`src/rtl/cmp_share_arbiter.sv`:
```
// Round-robin front end that time-shares one combinational comparator among NREQ
// requesters and returns each result one cycle later on a single tagged response channel.
module cmp_share_arbiter #(
   parameter int DATA_W = 64,
   parameter int NREQ   = 2,
   parameter int OP_W   = 3,
   parameter int ID_W   = $clog2(NREQ)
) (
   input  logic                   i_clk,
   input  logic                   i_rst,
   input  logic                   i_flush,
   input  logic [NREQ-1:0]        i_req_valid,
   output logic [NREQ-1:0]        o_req_ready,
   input  logic [NREQ*DATA_W-1:0] i_req_a,
   input  logic [NREQ*DATA_W-1:0] i_req_b,
   input  logic [NREQ*OP_W-1:0]   i_req_op,
   output logic [DATA_W-1:0]      o_cmp_a,
   output logic [DATA_W-1:0]      o_cmp_b,
   output logic [OP_W-1:0]        o_cmp_op,
   input  logic                   i_cmp_res,
   output logic                   o_resp_valid,
   output logic [ID_W-1:0]        o_resp_id,
   output logic                   o_resp_res,
   input  logic                   i_resp_ready,
   output logic [15:0]            o_conflict_cnt
);

   localparam logic [ID_W:0]   NREQ_W = (ID_W+1)'(NREQ);
   localparam logic [ID_W-1:0] LAST_ID = ID_W'(NREQ-1);

   logic              r_resp_valid;
   logic [ID_W-1:0]   r_resp_id;
   logic              r_resp_res;
   logic [ID_W-1:0]   r_rr_ptr;
   logic [15:0]       r_conflict_cnt;

   logic              w_can_accept;
   logic              w_any;
   logic              w_fire;
   logic              w_contended;
   logic [ID_W-1:0]   w_gnt_id;
   logic [ID_W-1:0]   w_rr_next;
   logic [ID_W:0]     w_rot_sum [NREQ];
   logic [ID_W-1:0]   w_rot_idx [NREQ];
   logic [DATA_W-1:0] w_slice_a [NREQ];
   logic [DATA_W-1:0] w_slice_b [NREQ];
   logic [OP_W-1:0]   w_slice_op [NREQ];

   // Candidate k is the requester k positions above the round-robin pointer, wrapped mod NREQ.
   genvar gi;
   generate
      for (gi = 0; gi < NREQ; gi++) begin : g_req
         assign w_rot_sum[gi]  = {1'b0, r_rr_ptr} + (ID_W+1)'(gi);
         assign w_rot_idx[gi]  = (w_rot_sum[gi] >= NREQ_W) ? ID_W'(w_rot_sum[gi] - NREQ_W)
                                                           : ID_W'(w_rot_sum[gi]);
         assign w_slice_a[gi]  = i_req_a[gi*DATA_W +: DATA_W];
         assign w_slice_b[gi]  = i_req_b[gi*DATA_W +: DATA_W];
         assign w_slice_op[gi] = i_req_op[gi*OP_W +: OP_W];
         assign o_req_ready[gi] = w_fire && (w_gnt_id == ID_W'(gi));
      end
   endgenerate

   // Scan from the far end so the candidate nearest the pointer wins.
   always_comb begin
      w_any    = 1'b0;
      w_gnt_id = '0;
      for (int k = NREQ-1; k >= 0; k--) begin
         if (i_req_valid[w_rot_idx[k]]) begin
            w_any    = 1'b1;
            w_gnt_id = w_rot_idx[k];
         end
      end
   end

   assign w_can_accept = !i_flush && !i_rst && (!r_resp_valid || i_resp_ready);
   assign w_fire       = w_can_accept && w_any;
   assign w_rr_next    = (w_gnt_id == LAST_ID) ? '0 : w_gnt_id + ID_W'(1);
   // Clearing the lowest set bit leaves something only when two or more are set.
   assign w_contended  = |(i_req_valid & (i_req_valid - NREQ'(1)));

   assign o_cmp_a  = w_fire ? w_slice_a[w_gnt_id]  : '0;
   assign o_cmp_b  = w_fire ? w_slice_b[w_gnt_id]  : '0;
   assign o_cmp_op = w_fire ? w_slice_op[w_gnt_id] : '0;

   always_ff @(posedge i_clk) begin
      if (i_rst) begin
         r_resp_valid   <= 1'b0;
         r_resp_id      <= '0;
         r_resp_res     <= 1'b0;
         r_rr_ptr       <= '0;
         r_conflict_cnt <= '0;
      end else begin
         if (i_flush) begin
            r_resp_valid <= 1'b0;
         end else if (w_fire) begin
            r_resp_valid <= 1'b1;
            r_resp_id    <= w_gnt_id;
            r_resp_res   <= i_cmp_res;
            r_rr_ptr     <= w_rr_next;
         end else if (i_resp_ready) begin
            r_resp_valid <= 1'b0;
         end
         if (!i_flush && w_contended && (r_conflict_cnt != 16'hFFFF)) begin
            r_conflict_cnt <= r_conflict_cnt + 16'd1;
         end
      end
   end

   assign o_resp_valid   = r_resp_valid;
   assign o_resp_id      = r_resp_id;
   assign o_resp_res     = r_resp_res;
   assign o_conflict_cnt = r_conflict_cnt;

endmodule
```
`config.mk`:
```
export PLATFORM = sky130hd
export DESIGN_NAME = cmp_share_arbiter
export DESIGN_NICKNAME = d
export VERILOG_FILES = /design/src/rtl/cmp_share_arbiter.sv
export SDC_FILE = /design/constraint.sdc
export NUM_CORES = 1
export LEC_CHECK = 0
export ABC_AREA = 1
export CAP_MARGIN = 20
export CELL_PAD_IN_SITES_DETAIL_PLACEMENT = 0
export CELL_PAD_IN_SITES_GLOBAL_PLACEMENT = 2
export CORE_MARGIN = 5
export CORE_UTILIZATION = 10
export DETAILED_ROUTE_END_ITERATION = 10
export PLACE_DENSITY = 0.95
export SLEW_MARGIN = 10
export SYNTH_ARGS = -nofsm -noshare
export SYNTH_HDL_FRONTEND = slang
export SYNTH_SLANG_ARGS = --single-unit
```
`constraint.sdc`:
```
create_clock -name i_clk -period 2.45 [get_ports i_clk]
set_input_delay 0.735 -clock i_clk [delete_from_list [all_inputs] [get_ports i_clk]]
set_output_delay 0.735 -clock i_clk [all_outputs]
set_load 0.1 [all_outputs]
```
### After elaboration in Yosys (flattened, before gate mapping)

Index checks and enable logic that the tools add are counted.

* bits in registers: 20
* input port bits: 269
* word-level logic and storage cells: 61
* output and inout port bits: 152

* reduce and logical (&&, ||, !) cells: 15
* add/subtract/negate cells: 6
* magnitude comparators: 5
* bitwise operators: 4
* equality and inequality tests: 1
* muxes and demuxes: 25

Operator list (count)
* $mux W64: 8
* $add A16 B1 Y16 const B: 1
* $ne A16 B16 Y1 const B: 1
* $mux W1: 13
* $mux W3: 4
* $logic_and A1 B1 Y1: 7
* $ge A2 B2 Y1 const B: 2
* $lt A1 B2 Y1 const B: 2
* $reduce_or A2 Y1: 2
* $logic_not A1 Y1: 3
* $add A1 B1 Y2 const B: 1
* $and A2 B2 Y2: 1
* $ge A1 B2 Y1 const B: 1
* $not A1 Y1: 2
* $not A1 Y2: 1
* $reduce_and A2 Y1: 1
* $reduce_bool A2 Y1: 1
* $sub A1 B1 Y1 const B: 2
* $sub A2 B1 Y2 const B: 1
* $add A1 B1 Y1 const B: 1
* $logic_or A1 B1 Y1: 1

### Depth between registers and ports, before layout

Gate-level depths: netlist (run 1).

* word-level depth: 12
* mapped depth: 9
* mapped depth without buffers: 9

### Least setup slack after synthesis (run 1)

No wires, ideal clock.

* kind: input port to output port
* start: input port i_rst
* end: output port o_cmp_b[58]
* data required time: 1.715 ns
* stages on the path: 7
* arrival time: 2.560 ns
* slack: -0.845 ns
* path buffers: 1
* cell sequence: inv_2 > nand2_2 > nor2_4 > nand2_4 > nor2_4 > buf_2 > a22o_1

* cells in the longest elaborated chain, start to end: 5

RTL lines
* start: declaration: line 10 `input logic i_rst,`
* $logic_not A1 Y1: line 75 `assign w_can_accept = !i_flush && !i_rst && (!r_resp_valid || i_resp_ready);`
* $logic_and A1 B1 Y1 (2 in a row): line 75
* $logic_and A1 B1 Y1: line 76 `assign w_fire = w_can_accept && w_any;`
* $mux W64: line 82 `assign o_cmp_b = w_fire ? w_slice_b[w_gnt_id] : '0;`
* end: declaration: line 18 `output logic [DATA_W-1:0] o_cmp_b,`

No other way between the ends.

### Worst setup path in the final report (run 1)

* start: input port i_rst
* end: output port o_cmp_b[6]

The elaborated chain is that of the path after synthesis.

==> results.cfg, run 1 <==
[synth]
yosys-top-cells-count = 131 x a22o_1, 47 x nand2_1, 45 x nor2_1, 20 x dfxtp_1, 20 x nand3_1
yosys.cell_types.count = 20
ys_seq_area_frac = 0.165
async_flop_share = 0
post-synth-top-count-cell = a22o_1
syn-cell-area_mm2 = 0.00242
netlist.top_cell.by_area = a22o_1
number_of_synthesized_flops_with_an_enable_pin = 0
syn_area_per_cell_um2 = 7.18
ys.flop_type = dfxtp_1
synthTopCellsByArea = a22o_1 47%, dfxtp_1 17%, nand2_1 7.3%, nor2_1 7.0%, buf_4 5.0%
yosys_warnings = 0
syn-instance-count = 337
netlist.area_leader.share = 0.474
ys_ff_latch = 20
synthesis.nets = 607

[power_and_ir_drop]
sw_frac_of_total = 0.459
power_share_of_the_clock_group = 0.112
power_report.internal_total_mw = 1.62
power_per_cell_area_mw_per_mm2 = 286
seq_power_share = 0.112
comb_power_share = 0.775
p_leak_nw = 4.44
switching_pwr_mw = 1.37
irDropWorstVdd_v = 0.000165

[placed_design]
gp_congestion = 0.913
dp.final_hpwl_mm = 23.5
dp_slack_ns = -0.869
numPortBuffers = 420

[floorplanning]
floorplan.rows = 57
die_width_um = 166
core_area_mm2 = 0.0241
start_util = 0.100
vertical_die_dimension_um = 166
pin_count = 421
floorplan.die_area_mm2 = 0.0274

[outcome]
failed_checks = negative setup slack
result_of_the_run = finished with violations

[global_route]
grt_first_pass_wirelength_mm = 36.0
grt_antenna_before_repair = 5
grt_use_total = 0.183
first_global_vias = 4870
grt_start_max_net_pins = 22
globalRoute.totalOverflow = 0

[clock_network]
cts_hold_buffers = 0
tritoncts = done
cts.sink_count = 20
clockRootBuffer = clkbuf_16
clock_tree.htree_level_count = 1
post_cts_clock_slew_at_the_launch_and_capture_registers_of_the_worst_setup_and_hold_paths_ns = 0.05
cts_buffers = 3
worstSkewPairLatency_ns = 0.25
cts-root-to-sink-buffers = 2

[worst_setup_path]
worst-setup-path-type = primary input to output pin
timing.critical_path.from_type = primary input
cp_data_required_time_ns = 1.71
timing.critical_path.arrival_ns = 2.09
path_max_fanout = 6
type_of_destination_of_the_critical_path = output pin

[timing]
fin_skew_ns = 0.00262
timing.final.ws_setup_ns = -0.373
setup_total_negative_slack_ns = -41.02
min_period_over_period = 1.15
rsz_0062_raised_after_global_routing = true
worst_slew_margin_rel = 0.786
timing.final.crit_period_ns = 2.82
max_slew.worst_pin.slew_ns = 0.320
report.final.slew_viol_count = 0
achievable-frequency_ghz = 0.354
hold_viol_final = 0
finalSetupViolCount = 133

[route]
ant_nets = 0
post_drt_via_cell_ratio = 4.19
dr.pass1.iters = 4
drt_iter0_drc = 180
via_count = 4692
routed_wire_length_per_instance_um = 25.4
postRouteWirelength_mm = 28.5
drt_drc_violations_left = 0

[layout]
num-nets-final = 1064
drive_gt1_frac = 0.465
area_growth_syn_to_layout_pct = 332

[run]
max-cap-violations = 0

[hold_path]
worst_hold_path_type = flip-flop to flip-flop
[critical path, stage by stage]
cell and delay [ns]:
buf_12 0.11, inv_16 0.05, nand2_8 0.04, nor2_4 0.10, nand2_4 0.08, nor2_4 0.17, buf_6 0.15, buf_12 0.14
buf_8 0.13, a22o_4 0.17, buf_12 0.18
[flip-flops by register name, summed over array words and instances, names as in the netlist]
| name | count |
|---|---|
| o_resp_valid | 1 |
| o_resp_res | 1 |
| r_rr_ptr | 1 |
| o_conflict_cnt | 16 |
| o_resp_id | 1 |
[final cells by class]
type,instances,area (um2)
fillers,2243,13700
repair buffers,483,6540
multi-input cells,268,2930
well taps,324,405
flip-flops and latches,20,402
inverters,18,88.8
clock buffers,3,75.1
diodes,4,10.0
[what timing repair did]
item,CTS,global route
buffers inserted,14,4
pin swaps,36,45
gates resized for setup,122,27
gates cloned,8,8
endpoints found under the setup margin,133,133
[cell usage in the layout (no fill, tap or decap), types with 5 or more instances in the layout]
cell type	count
inv_1	14
buf_4	34
buf_16	5
a22o_4	130
dfxtp_1	19
nand2_1	45
buf_12	155
buf_6	9
buf_8	6
nand3_1	20
clkdlybuf4s50_1	263
clkbuf_16	10
nor2_1	44
a21oi_1	14
[cells by family after synthesis]
group           synth area share
buf+inv                    0.108
flops                      0.165
compound gates             0.508
simple gates               0.214
fa+ha+maj                0.00517
[path summary, 6_finish.rpt]
check | startpoint | end | slack [ns] | cells after the start
max reg2reg | o_conflict_cnt[0] | o_conflict_cnt[4] | 0.56 | 7
min reg2reg | r_rr_ptr | r_rr_ptr | 0.47 | 2
min | r_rr_ptr | r_rr_ptr | 0.47 | 2
max | i_rst | o_cmp_b[6] | -0.37 | 11
[metrics by stage]
step	power [mW]	hold slack [ns]	util	instances	area [um2]
4_1_cts	2.98	0.473	0.428	1112	10300
5_1_grt	3.07	0.492	0.434	1119	10500
3_5_place_dp	2.48	0.463	0.382	1087	9210
3_3_place_gp	2.48	0.459	0.382	1087	9210
2_1_floorplan	1.39	0.437	-	337	3080
6_report	2.99	0.475	0.434	1120	10500
[layer usage]
layer,share of wire,global-route usage,vias up
met5,0.00095,0,-
met2,0.46,0.280,216
met1,0.42,0.248,2255
met3,0.11,0.0755,14
li1,-,-,2203
met4,0.0074,0.0210,4
[power by group through the flow]
stage	Sequential (mW)	Clock, mW	Combinational [mW]
floorplan	0.369	0	1.02
global placement	0.342	0	2.14
detailed placement	0.342	0	2.14
CTS	0.336	0.348	2.30
global route	0.336	0.362	2.37
finish	0.336	0.336	2.32
Note: power is estimated with default switching activity, not from simulation.
==> inputs of run 2 (changes only) <==
- clock period: 2.45 -> 3.65 ns (I/O delays scaled with it)
==> run 2 against run 1 <==
The flow now finishes without violations. Global-route usage down 1.6 points. Design area fell by 9.1%. Worst hold slack got worse by 0.0070 ns. Wire length down 6.9%. Via count is 3.2% lower. Register-to-register slack improved by 0.87 ns. Clock skew hardly changed. Sequential share of layout area grew 0.37 points. Combinational power is 37% lower. Power is 36% lower. Critical endpoint is now o_cmp_b[51].
==> results.cfg, run 2 (same netlist as run 1, synthesis figures left out) <==
[outcome]
result_of_the_run = complete, no violations

[layout]
area_growth_syn_to_layout_pct = 293
num-nets-final = 1053
flip_flop_count_of_the_largest_register_after_layout = 16
antenna_cells_inserted = 0
drive_gt1_frac = 0.415
final_cell_mix = 263 x clkdlybuf4s50_1, 145 x buf_12, 57 x a22o_4
mostFrequentLayoutCell = clkdlybuf4s50_1

[global_route]
grt_use_total = 0.167
grt_start_max_net_pins = 29
grt_first_pass_wirelength_mm = 33.1
first_global_vias = 4506
grt_antenna_before_repair = 1
globalRoute.totalOverflow = 0

[hold_path]
holdCritStartpoint = r_rr_ptr
worst_hold_path_type = flip-flop to flip-flop
hold-path-cell-count = 2
timing.hold.worst_endpoint = r_rr_ptr

[clock_network]
cts_buffers = 3
post_cts_clock_slew_at_the_launch_and_capture_registers_of_the_worst_setup_and_hold_paths_ns = 0.05
cts_hold_buffers = 0
worstSkewPairLatency_ns = 0.25
clock_tree.htree_level_count = 1
tritoncts = done
cts.sink_count = 20
cts-root-to-sink-buffers = 2
clockRootBuffer = clkbuf_16

[timing]
achievable-frequency_ghz = 0.278
timing.final.crit_period_ns = 3.59
fin_skew_ns = 0.00212
finalSetupViolCount = 0
worst_slew_margin_rel = 0.423
hold_viol_final = 0
setup_total_negative_slack_ns = 0
max_slew.worst_pin.slew_ns = 0.863
min_period_over_period = 0.985
report.final.slew_viol_count = 0

[floorplanning]
floorplan.die_area_mm2 = 0.0274
floorplan.rows = 57
pin_count = 421
start_util = 0.100
die_width_um = 166
vertical_die_dimension_um = 166
core_area_mm2 = 0.0241

[power_and_ir_drop]
power_per_cell_area_mw_per_mm2 = 201
design_power_total_mw = 1.91
irDropWorstVdd_v = 0.000188
p_leak_nw = 3.89

[route]
routed_wire_length_per_instance_um = 24.0
via_count = 4540
post_drt_via_cell_ratio = 4.11
ant_nets = 0
drt_drc_violations_left = 0
drt_iter0_drc = 220
dr.pass1.iters = 4
postRouteWirelength_mm = 26.5

[worst_setup_path]
ff2ff_setup_slack_ns = 1.43
reg2regPathDepth = 6
critical_path_depth = 11
worst_path_largest_cell_delay_ns = 0.24
path_buf_inv = 7
critical_path.reg2reg.endpoint = o_conflict_cnt[14]
timing.critical_path.from_type = primary input
path_max_fanout = 7
critical-path-top-delay-family = buffers and inverters
critical-path-slowest-cell = a22o_4
type_of_destination_of_the_critical_path = output pin
cp_cell_sequence = clkdlybuf4s15_2 > inv_2 > nand2_4 > nand2_4 > buf_6 > nor2_4 > buf_6 > clkbuf_16 > clkbuf_16 > a22o_4 > buf_12
timing.critical_path.arrival_ns = 2.50
worst-setup-path-type = primary input to output pin
cp_data_required_time_ns = 2.55
reg2reg_from = o_conflict_cnt[0]

[placed_design]
numPortBuffers = 420
gp_congestion = 0.882
dp.final_hpwl_mm = 21.5

[run]
max-cap-violations = 0
run 2: cell count changes in the layout (fill, tap and decap cells not counted), sizes merged:
| cell | before | now |
|---|---|---|
| diode | 4 | 0 |
| buf | 211 | 204 |
| bufbuf | 1 | 0 |
| clkbuf | 11 | 7 |
| clkdlybuf4s15 | 0 | 1 |
| inv | 17 | 18 |
| clkinv | 1 | 0 |
run 2: per-stage QoR:
step / worst slack (ns) / util / area (um2) / cells / hold slack [ns]
after floorplan: -0.0887 / - / 2530 / 337 / 0.437
after global placement: -0.490 / 0.354 / 8540 / 1075 / 0.452
after CTS: -0.00712 / 0.384 / 9250 / 1101 / 0.467
after global routing: -0.0103 / 0.394 / 9500 / 1105 / 0.494
final: 0.0558 / 0.394 / 9500 / 1105 / 0.468
after detailed placement: -0.449 / 0.354 / 8540 / 1075 / 0.457
run 2: worst max-delay path by stage:
stage                              start          end
after floorplan                    i_rst  o_cmp_b[58]
after global placement    i_req_valid[1]  o_cmp_b[63]
after detailed placement  i_req_valid[1]  o_cmp_b[63]
after CTS                   i_resp_ready  o_cmp_b[60]
after global routing             i_flush  o_cmp_b[13]
final                       i_resp_ready  o_cmp_b[51]
run 2: routing by layer:
layer  track usage  share of wire  vias up
met5             0        0.00049        -
met2         0.264           0.47      226
li1              -              -     2172
met3        0.0901           0.13       14
met4        0.0127         0.0082        2
met1         0.209           0.39     2126
run 2: power by group:
part | internal (mW) | switching [mW]
Sequential | 0.222 | 0.00329
Combinational | 0.662 | 0.794
Clock | 0.145 | 0.0818
Total | 1.03 | 0.879
run 2: area by class of cell:
type                       count  area (um2)
fill                        2345       14600
timing repair buffer         472        6220
multi-input combinational    268        2330
tap                          324         405
sequential                    20         400
clock buffer                   3        75.1
inverter                      18        70.1
run 2: worst min-delay path, stage by stage, from the launching register on:
cell	delay, ns
dfxtp_1	0.30
inv_1	0.06
a211oi_1	0.06
run 2: what timing repair did:
| action | CTS | global route |
|---|---|---|
| buffers inserted | 18 | 3 |
| cloned | 5 | 4 |
| setup endpoints to repair | 133 | 113 |
| gates resized for setup | 78 | 32 |
| pin swaps | 12 | 20 |
==> RTL edit 1 (settings of run 1) <==
`OP_W`: 3 -> 6.
--- a/src/rtl/cmp_share_arbiter.sv
+++ b/src/rtl/cmp_share_arbiter.sv
@@ -5,3 +5,3 @@
    parameter int NREQ   = 2,
-   parameter int OP_W   = 3,
+   parameter int OP_W   = 6,
    parameter int ID_W   = $clog2(NREQ)
Ports: changed (resized i_req_op and o_cmp_op); port bits go from 421 to 430. The function was not compared with the original's and may differ.
==> RTL edit 1 against run 1 <==
  * The run still ends with setup timing left
  * Routed wire length fell by 2.3%
  * Area after synthesis increased by 7.3%
  * First-iteration DRC count decreased by 21%
  * Synthesized cell count up 0.30%
  * Total power increased by 2.7%
  * Cell area up 3.3%
  * Sequential cell count did not move
  * Worst setup slack lost 0.044 ns
  * Largest power group unchanged
  * Highest routed layer unchanged
==> RTL edit 1: results (changes against run 1) <==
Synthesis
  – Adder-cell area share of the yosys netlist: 0.482% (-0.035 points)
  – Register area share after synthesis: 15.4% (-1.1 points)
  – Post-Syn Nets: 614 (+1.2%)
  – Synth cell types: 24 (+20%)
  – Synth Area in Compound Gates: 49.2% (-1.7 points)
  – Top cells by area, synth: a22o_1, dfxtp_1, buf_6, nand2_1, nor2_1

Outcome
  – Failing checks: setup timing
  – Outcome: complete, but fails checks

Power and ir drop
  – Leak: 4.62 nW (+4.0%)
  – Peak VDD IR: 211 uV (+28%)

Global route
  – Met1 Use GR: 19.3% (-5.5 points)
  – GRT Overall Usage: 16.1% (-2.2 points)
  – Largest net degree at the start of global routing: 29 (+32%)
  – Initial antenna violation count: 3 (-2)
  – M2 GR Usage: 28.1% (+0.11 points)
  – Met3 Resource Use GR: 4.02% (-3.5 points)

STA
  – Setup violations, final: 136 (+2.3%)
  – Final worst slack: -0.417 ns (-0.0437 ns)
  – Actual slew at the worst max-slew pin: 0.412 ns (+0.0918 ns)
  – Clock Skew: 0.00308 ns (+0.000456 ns)

Place
  – DP Wirelength: 21.0 mm (-11%)
  – DP Area: 9200 um^2 (about the same)
  – I/O Buffers: 429 (+2.1%)

Route
  – DRT iter0 DRCs: 143 (-21%)
  – WL/cell: 24.0 um (-5.7%)
  – DR vias/cell: 4.19 (about the same)

Worst hold path
  – Hold Startpoint: o_resp_res

Setup path
  – Worst Path Arrival: 2.13 ns (+0.04 ns)
  – FF-to-FF End: o_conflict_cnt[5]
  – Reg2Reg Depth: 6 (-1)

Layout
  – Share of cells above drive strength 1: 46.6% (+0.14 points)
  – Fin nets: 1102 (+3.6%)
RTL edit 1: stage by stage:
stage,TNS (ns),instances
global route,-56.03,1161
floorplan,-43.75,338
finish,-49.14,1161
CTS,-59.26,1144
detailed placement,-111.19,1113
global placement,-107.70,1113
RTL edit 1: worst max-delay path: stages:
cell and delay, ns:
buf_6 0.11, inv_8 0.05, nand2_8 0.05, nor2_8 0.13, nand2_8 0.08, nor2_8 0.15
buf_6 0.15, buf_12 0.16, buf_8 0.13, a22o_1 0.18, buf_12 0.18
RTL edit 1: final cells by class:
class	count	area [um^2]
Fill cell	2384	15000
Timing Repair Buffer	515	6930
Tap cell	335	419
Clock buffer	3	75.1
Antenna cell	2	5.00
Sequential cell	20	402
Inverter	19	95.1
Multi-Input combinational cell	267	2870
RTL edit 1: logic make-up (layout without fill, tap and decap cells):
| kind of cell | count (synthesis) | after routing |
|---|---|---|
| fa+ha+maj | 1 | 1 |
| flops | 20 | 20 |
| other cells | 0 | 2 |
| compound gates | 153 | 153 |
| simple gates | 113 | 113 |
| buf+inv | 51 | 537 |
RTL edit 1: where the power goes:
group	switching [mW]	internal [mW]
clock	0.124	0.215
sequential	0.00559	0.331
combinational	1.28	1.12
RTL edit 1: layer usage:
metal / part of all wire (%) / wire length, um
met5: 0.047 / 13
met4: 3.6 / 997
met3: 7.0 / 1960
met2: 51 / 14100
met1: 39 / 10800
RTL edit 1: worst max path at each step:
stage                     startpoint           to  depth (start not counted)
final                        i_flush  o_cmp_b[24]                         11
after global routing         i_flush  o_cmp_a[35]                         11
after CTS                      i_rst  o_cmp_b[63]                         12
after detailed placement       i_rst  o_cmp_b[54]                         11
after global placement       i_flush  o_cmp_b[57]                         10
after floorplan                i_rst  o_cmp_a[14]                          8
RTL edit 1: what timing repair did:
| item | in CTS | in global routing |
|---|---|---|
| resized for setup | 110 | 63 |
| buffers inserted | 22 | 9 |
| gates cloned | 8 | 10 |
| setup endpoints to repair | 136 | 136 |
| pin swaps | 30 | 60 |
==> RTL edit 2 (flow settings as in run 1) <==
Without the edit above. Register the output `o_conflict_cnt` once more, without a reset; this adds one clock of latency there. The other outputs are not delayed to match.
--- a/src/rtl/cmp_share_arbiter.sv
+++ b/src/rtl/cmp_share_arbiter.sv
@@ -111,3 +111,5 @@
    assign o_resp_res     = r_resp_res;
-   assign o_conflict_cnt = r_conflict_cnt;
+   always_ff @(posedge i_clk) begin
+      o_conflict_cnt <= r_conflict_cnt;
+   end
 
Function: changed (Yosys sat finds a counterexample within 4 cycles, from zero or initial values and one cycle with i_rst high).
==> RTL edit 2 against run 1 <==
  * Critical endpoint is now o_cmp_b[39]
  * Worst setup slack worse by 0.19 ns
  * Cell area up 8.2%
  * The flow still finishes with violations (setup timing)
  * Highest routed layer unchanged
  * Area after synthesis up 13%
  * Total power up 24%
  * Global-route usage down 0.59 points
  * Routed wire length up 2.5%
  * Sequential cell count up 16
  * Sequential share of layout area up 2.5 points
==> RTL edit 2: results (changes against run 1) <==
Power and ir drop
  – Sequential power share: 16.2% (+5.0 points)
  – Clk pwr: 719 uW (+110%)
  – Peak VDD IR: 333 uV (+100%)
  – Leak: 4.82 nW (+8.5%)

Setup path
  – Worst Path Arrival: 2.28 ns (+0.19 ns)
  – CP startpoint: i_req_valid[1]
  – Reg2reg start: r_conflict_cnt[0]
  – FF-to-FF End: r_conflict_cnt[1]
  – Highest-delay cell along the critical path: a22o_4
  – Slowest stage delay, CP: 0.24 ns (+0.06 ns)
  – Worst setup path end: o_cmp_b[39]

STA
  – Final worst slack: -0.565 ns (-0.192 ns)
  – Clock Skew: 0.00190 ns (-0.000718 ns)
  – Setup violations, final: 133 (unchanged)
  – Total Neg Setup Slack: -62.84 ns (-21.82 ns)

Global route
  – First-pass GRT wire length: 40.1 mm (+11%)
  – Largest net degree at the start of global routing: 17 (-23%)
  – Vias in the first global route: 5464 (+12%)

Layout
  – Non-filler cells, final: 1192 (+6.4%)
  – Share of cells above drive strength 1: 47.7% (+1.2 points)
  – Post-layout util: 42.0% (-1.4 points)
  – Fill count: 2464 (+9.9%)
  – Fin nets: 1114 (+4.7%)

Synthesis
  – Syn Area/Cell: 7.76 um^2 (+8.1%)
  – Post-synth top cells: a22o_1, nand2_1, nor2_1
  – Post-Syn Nets: 623 (+2.6%)

Place
  – DP Wirelength: 22.6 mm (-3.9%)
  – Dpl ws: -0.857 ns (+0.0121 ns)
  – DP Area: 9520 um^2 (+3.4%)

Clock network
  – CTS buffer count: 5 (+2)
  – Level count of the clock H-tree: 2 (+1)
  – Clk_lat worst skew: 0.28 ns (+0.03 ns)
  – Setup bufs post-CTS: 41 (+27)

Worst hold path
  – Hold Startpoint: r_conflict_cnt[10]

Outcome
  – Failing checks: setup timing
  – Outcome: complete, but fails checks

Route
  – Vias: 4968 (+5.9%)
## RTL edit 2: cell count changes after synthesis
cell,before,now
dfxtp_1,20,36
## RTL edit 2: logic make-up after synthesis
family          Yosys count  share of synthesized area [%]
fa+ha+maj                 1                          0.457
flops                    36                           26.3
compound gates          147                           44.9
buf+inv                  49                           9.50
simple gates            120                           18.9
## RTL edit 2: area by class of cell
type | count | area share, %
tap | 341 | 3.77
sequential | 36 | 6.38
multi-input combinational | 268 | 25.8
inverter | 18 | 0.785
clock inverter | 3 | 0.376
timing repair buffer | 515 | 61.6
clock buffer | 5 | 1.11
antenna | 6 | 0.133
## RTL edit 2: worst min path at each step
stage	end	slack, ns	cells after the start
final	o_conflict_cnt[10]	0.39	0
after global routing	o_conflict_cnt[15]	0.40	0
after CTS	o_conflict_cnt[10]	0.39	0
after detailed placement	o_conflict_cnt[10]	0.38	0
after global placement	o_conflict_cnt[15]	0.38	0
after floorplan	o_conflict_cnt[10]	0.36	0
